File: src/rtl/mem_arbiter.sv
// Arbitrates one multi-cycle single-ported memory between fetch and data requesters.
// Define ARB_RR_EN for round-robin conflict resolution; otherwise data has fixed priority.
module mem_arbiter #(
  parameter int unsigned LATENCY = 4
) (
  input  logic        clk,
  input  logic        rst,
  input  logic        if_req,
  input  logic [15:0] if_addr,
  output logic        if_grant,
  output logic        if_valid,
  output logic [15:0] if_rdata,
  input  logic        d_req,
  input  logic        d_wr,
  input  logic [15:0] d_addr,
  input  logic [15:0] d_wdata,
  output logic        d_grant,
  output logic        d_valid,
  output logic [15:0] d_rdata,
  output logic        mem_en,
  output logic        mem_wr,
  output logic [15:0] mem_addr,
  output logic [15:0] mem_wdata,
  input  logic [15:0] mem_rdata,
  output logic        busy
);

  localparam int unsigned CW = (LATENCY > 1) ? $clog2(LATENCY) : 1;

  typedef enum logic [1:0] {
    IDLE  = 2'd0,
    ISSUE = 2'd1,
    WAIT  = 2'd2
  } state_t;

  state_t        state_q, state_d;
  logic [CW-1:0] cnt_q, cnt_d;
  logic          own_data_q, own_data_d;
  logic          cmd_wr_q, cmd_wr_d;
  logic [15:0]   cmd_addr_q, cmd_addr_d;
  logic [15:0]   cmd_wdata_q, cmd_wdata_d;
  logic [15:0]   if_rdata_q, if_rdata_d;
  logic [15:0]   d_rdata_q, d_rdata_d;
  logic          if_valid_q, if_valid_d;
  logic          d_valid_q, d_valid_d;
  logic          pick_data;

`ifdef ARB_RR_EN
  logic last_data_q, last_data_d;

  // On conflict the requester not served most recently wins.
  always_comb begin
    pick_data = d_req;
    if (d_req && if_req) pick_data = ~last_data_q;
  end
`else
  always_comb begin
    pick_data = d_req;
  end
`endif

  always_ff @(posedge clk) begin
    if (rst) begin
      state_q     <= IDLE;
      cnt_q       <= '0;
      own_data_q  <= 1'b1;
      cmd_wr_q    <= 1'b0;
      cmd_addr_q  <= '0;
      cmd_wdata_q <= '0;
      if_rdata_q  <= '0;
      d_rdata_q   <= '0;
      if_valid_q  <= 1'b0;
      d_valid_q   <= 1'b0;
`ifdef ARB_RR_EN
      last_data_q <= 1'b1;
`endif
    end else begin
      state_q     <= state_d;
      cnt_q       <= cnt_d;
      own_data_q  <= own_data_d;
      cmd_wr_q    <= cmd_wr_d;
      cmd_addr_q  <= cmd_addr_d;
      cmd_wdata_q <= cmd_wdata_d;
      if_rdata_q  <= if_rdata_d;
      d_rdata_q   <= d_rdata_d;
      if_valid_q  <= if_valid_d;
      d_valid_q   <= d_valid_d;
`ifdef ARB_RR_EN
      last_data_q <= last_data_d;
`endif
    end
  end

  always_comb begin
    state_d     = state_q;
    cnt_d       = cnt_q;
    own_data_d  = own_data_q;
    cmd_wr_d    = cmd_wr_q;
    cmd_addr_d  = cmd_addr_q;
    cmd_wdata_d = cmd_wdata_q;
    if_rdata_d  = if_rdata_q;
    d_rdata_d   = d_rdata_q;
    if_valid_d  = 1'b0;
    d_valid_d   = 1'b0;
`ifdef ARB_RR_EN
    last_data_d = last_data_q;
`endif
    case (state_q)
      IDLE: begin
        if (if_req || d_req) begin
          own_data_d = pick_data;
          if (pick_data) begin
            cmd_addr_d  = d_addr;
            cmd_wr_d    = d_wr;
            cmd_wdata_d = d_wdata;
          end else begin
            cmd_addr_d  = if_addr;
            cmd_wr_d    = 1'b0;
          end
          state_d = ISSUE;
        end
      end
      ISSUE: begin
        cnt_d   = CW'(LATENCY - 1);
        state_d = WAIT;
`ifdef ARB_RR_EN
        last_data_d = own_data_q;
`endif
      end
      WAIT: begin
        if (cnt_q == '0) begin
          state_d = IDLE;
          if (own_data_q) begin
            d_valid_d = 1'b1;
            if (!cmd_wr_q) d_rdata_d = mem_rdata;
          end else begin
            if_valid_d = 1'b1;
            if_rdata_d = mem_rdata;
          end
        end else begin
          cnt_d = cnt_q - CW'(1);
        end
      end
      default: state_d = IDLE;
    endcase
  end

  assign if_grant  = (state_q == ISSUE) && !own_data_q;
  assign d_grant   = (state_q == ISSUE) && own_data_q;
  assign mem_en    = (state_q == ISSUE);
  assign mem_wr    = cmd_wr_q;
  assign mem_addr  = cmd_addr_q;
  assign mem_wdata = cmd_wdata_q;
  assign if_valid  = if_valid_q;
  assign d_valid   = d_valid_q;
  assign if_rdata  = if_rdata_q;
  assign d_rdata   = d_rdata_q;
  assign busy      = (state_q != IDLE);

endmodule

File: config.mk
export PLATFORM = sky130hd
export DESIGN_NAME = mem_arbiter
export DESIGN_NICKNAME = d
export VERILOG_FILES = /design/src/rtl/mem_arbiter.sv
export SDC_FILE = /design/constraint.sdc
export NUM_CORES = 1
export LEC_CHECK = 0
export BUFFER_PORTS_ARGS = -buffer_cell sky130_fd_sc_hd__buf_4
export CORE_UTILIZATION = 42
export CTS_CLUSTER_DIAMETER = 30
export DETAILED_ROUTE_END_ITERATION = 16
export PLACE_DENSITY = 0.87
export SLEW_MARGIN = 20
export SYNTH_ARGS = -nofsm -noshare
export SYNTH_HDL_FRONTEND = slang
export SYNTH_SLANG_ARGS = --single-unit
File: constraint.sdc
create_clock -name clk -period 1.4 [get_ports clk]
set_input_delay 0.28 -clock clk [delete_from_list [all_inputs] [get_ports clk]]
set_output_delay 0.28 -clock clk [all_outputs]
set_load 0.02 [all_outputs]
==> reports/qor.csv <==
stage;metric;value;unit
sta;slew_headroom;62.6;%
sta;rsz0062_at_grt;yes;
grt;grt.overflow.total;0;
sta;layout_setup_ws;-160;ps
sta;drv_slew;0;
cells_and_area;nets;546;
logic_synthesis;ys_seq_elements;72;
cells_and_area;fillerInstances;556;
critical_path;r2r_cells;7;
status;outcome;complete, but fails checks;
floorplan;die_w;86.6;um
floorplan;num_rows;30;
sta;worstMarginPinSlew;561;ps
pwr;p_leak;0.00202;uW
logic_synthesis;synthAdderAreaFrac;0.417;%
cells_and_area;area_growth;52.5;%
logic_synthesis;ys_warn_count;0;
detailed_routing;routedWlPerCell;13.3;um
floorplan;placeableCoreArea;0.00683;mm2
pwr;power_density;1090;mW/mm2
sta;fin_skew;7.90;ps
critical_path;path_max_fanout;4;
critical_path;critical_path_arrival;1280;ps
placed_design;placed_cell_area;0.00415;mm2
grt;grt_max_degree;51;
clock_tree;htree_num_levels;3;
sta;period_share;111;%
critical_path;critPathLaunchType;flop;
logic_synthesis;synth_mux_area_share;10.7;%
detailed_routing;drt_wl_total;7660;um
pwr;peakVddDrop;807;uV
grt;track_usage;20.4;%
critical_path;required;1120;ps
detailed_routing;vias;2797;
grt;antenna_found_initial;0;
detailed_routing;dr.pass1.iters;4;
cells_and_area;fin_util;67.0;%
clock_tree;cts_buffers;9;
detailed_routing;detailedRoute.firstIterationViolations;49;
placed_design;numPortBuffers;139;
placed_design;hpwlAfterDp;5460;um
logic_synthesis;synth_compound_area_share;13.8;%
cells_and_area;layout_common_cells;148 x buf_4, 70 x dfxtp_1, 66 x nand2_1;
critical_path;cp_slowest_cell;dfxtp_2;
logic_synthesis;synth-simple-area-share;21.1;%
status;violations;setup timing;
sta;hold_viol_final;0;
clock_tree;cts_root_buffer;clkbuf_8;
cells_and_area;insertedDiodeCount;0;
placed_design;dp_cells;548;
detailed_routing;ant_nets;0;
logic_synthesis;synthXorXnorAreaFrac;0;%
floorplan;top_level_ports;140;
logic_synthesis;synth_cell_types;35;
detailed_routing;drc;0;
critical_path;crit_path_end_kind;output pin;
critical_path;path_cells;or2b_1 -> inv_2 -> and2_4 -> buf_6;
floorplan;initial_core_util;44.0;%
cells_and_area;drive_gt1_share;41.9;%
logic_synthesis;synth_area;0.00300;mm2
floorplan;dieArea;0.00749;mm2
logic_synthesis;syn-num-nets;396;
clock_tree;numClockSinks;72;
floorplan;die_y;86.6;um
detailed_routing;via_per_inst;4.86;
logic_synthesis;syn_avg_cell_area;9.21;um2
critical_path;worst_path_largest_cell_delay;350;ps
logic_synthesis;synth.yosys.seq_area_share;48.0;%
logic_synthesis;syn_inst;326;
hold_path;hold_depth;3;
clock_tree;cts_buffer_depth;2;
critical_path;worstSetupPathType;reg -> out;
run;drv_cap;0;
sta;fin_crit;1560;ps
sta;tns;-586;ps
clock_tree;cts_tree;built;
sta;setup_violations;16;
cells_and_area;final_cells;576;
clock_tree;insertion_delay;320;ps
cells_and_area;final_common_cell;buf_4;
cells_and_area;final_area;0.00458;mm2
clock_tree;holdBufCountCts;0;
placed_design;gp_congestion;0.729;
sta;max_freq;641;MHz
logic_synthesis;synth_top_family_by_area;simple AND/OR/NAND/NOR gates;
clock_tree;clk_pin_slew;70;ps
grt;first_global_vias;2718;
hold_path;hold_class;in -> reg;
grt;grt_pass1_wl;11900;um
## registers in the layout (all words and copies together) (netlist names)
register    count
mem_wr          1
if_rdata       16
mem_wdata      16
d_valid         1
own_data_q      1
mem_addr       16
state_q         2
d_rdata        16
cnt_q           2
if_valid        1
## repair_timing
action	in CTS	in global routing
endpoints found under the setup margin	20	31
pin swaps	3	13
setup buffers	8	4
gates resized for setup	9	20
cloned	0	1
## report_power, final
part	switching, uW	internal [uW]
registers	82.7	2180
logic	570	604
clock network	691	854
## cells by family (layout without fill, tap and decap cells)
kind of cell | Yosys count | count (layout)
flops | 72 | 72
buf+inv | 29 | 183
compound gates | 72 | 72
fa+ha+maj | 1 | 1
simple gates | 120 | 120
mux | 32 | 32
## synthesized netlist by cell type (all sizes together)
master / number / area share, %
or2b: 1 / 0.25
nor2b: 1 / 0.21
nor3b: 2 / 0.88
a21oi: 50 / 8.3
or2: 1 / 0.21
or3b: 1 / 0.29
nor3: 3 / 0.50
dfxtp: 72 / 48
nand4b: 1 / 0.79
and2: 1 / 0.21
mux2i: 32 / 11
inv: 4 / 0.50
a211o: 1 / 0.29
a22o: 1 / 0.29
nand2: 66 / 8.3
a21o: 1 / 0.25
nand2b: 33 / 6.9
nor2: 8 / 1.9
o21ai: 1 / 0.17
clkbuf: 10 / 1.4
buf: 15 / 4.0
nand4bb: 1 / 0.37
and4bb: 1 / 0.42
a211oi: 18 / 4.5
ha: 1 / 0.42
## worst paths after layout
path / end / startpoint / slack, ps
hold reg to reg: if_rdata[5] / if_rdata[5] / 460
setup / recovery: d_grant / state_q[0] / -160
setup reg to reg: if_rdata[14] / state_q[0] / -20
hold / removal: mem_wdata[0] / d_wdata[0] / 200
## stage by stage
step / power [uW] / setup slack (ps) / hold WS, ps
final: 4980 / -160 / 199
after CTS: 4940 / -166 / 184
after floorplan: 2880 / 47.0 / 416
after global routing: 5210 / -212 / 185
after detailed placement: 3330 / -68.5 / 448
after global placement: 3300 / 33.5 / 443
## metal layers
layer / vias to the layer above / wire (um) / track usage (%) / share of wire [%]
li1: 1397 / - / - / -
met1: 1280 / 3090 / 22.9 / 40
met2: 102 / 3970 / 36.5 / 52
met3: 18 / 434 / 4.86 / 5.7
met4: 0 / 160 / 9.39 / 2.1
met5: - / 0 / 0 / 0
## final cells by class
class | count | area (um2) | area share [%]
Tap cell | 96 | 120 | 2.62
Timing Repair Buffer | 164 | 1370 | 29.9
Clock inverter | 4 | 45.0 | 0.984
Multi-Input combinational cell | 225 | 1440 | 31.5
Sequential cell | 72 | 1450 | 31.6
Clock buffer | 11 | 141 | 3.09
Inverter | 4 | 15.0 | 0.328
## critical path, delay by kind of cell, from the launching register on
family                 cells  cell delay (ps)
AND/OR/NAND/NOR            2              420
buffers and inverters      2              190
flip-flops                 1              350
Power figures use the tool's default switching activity.
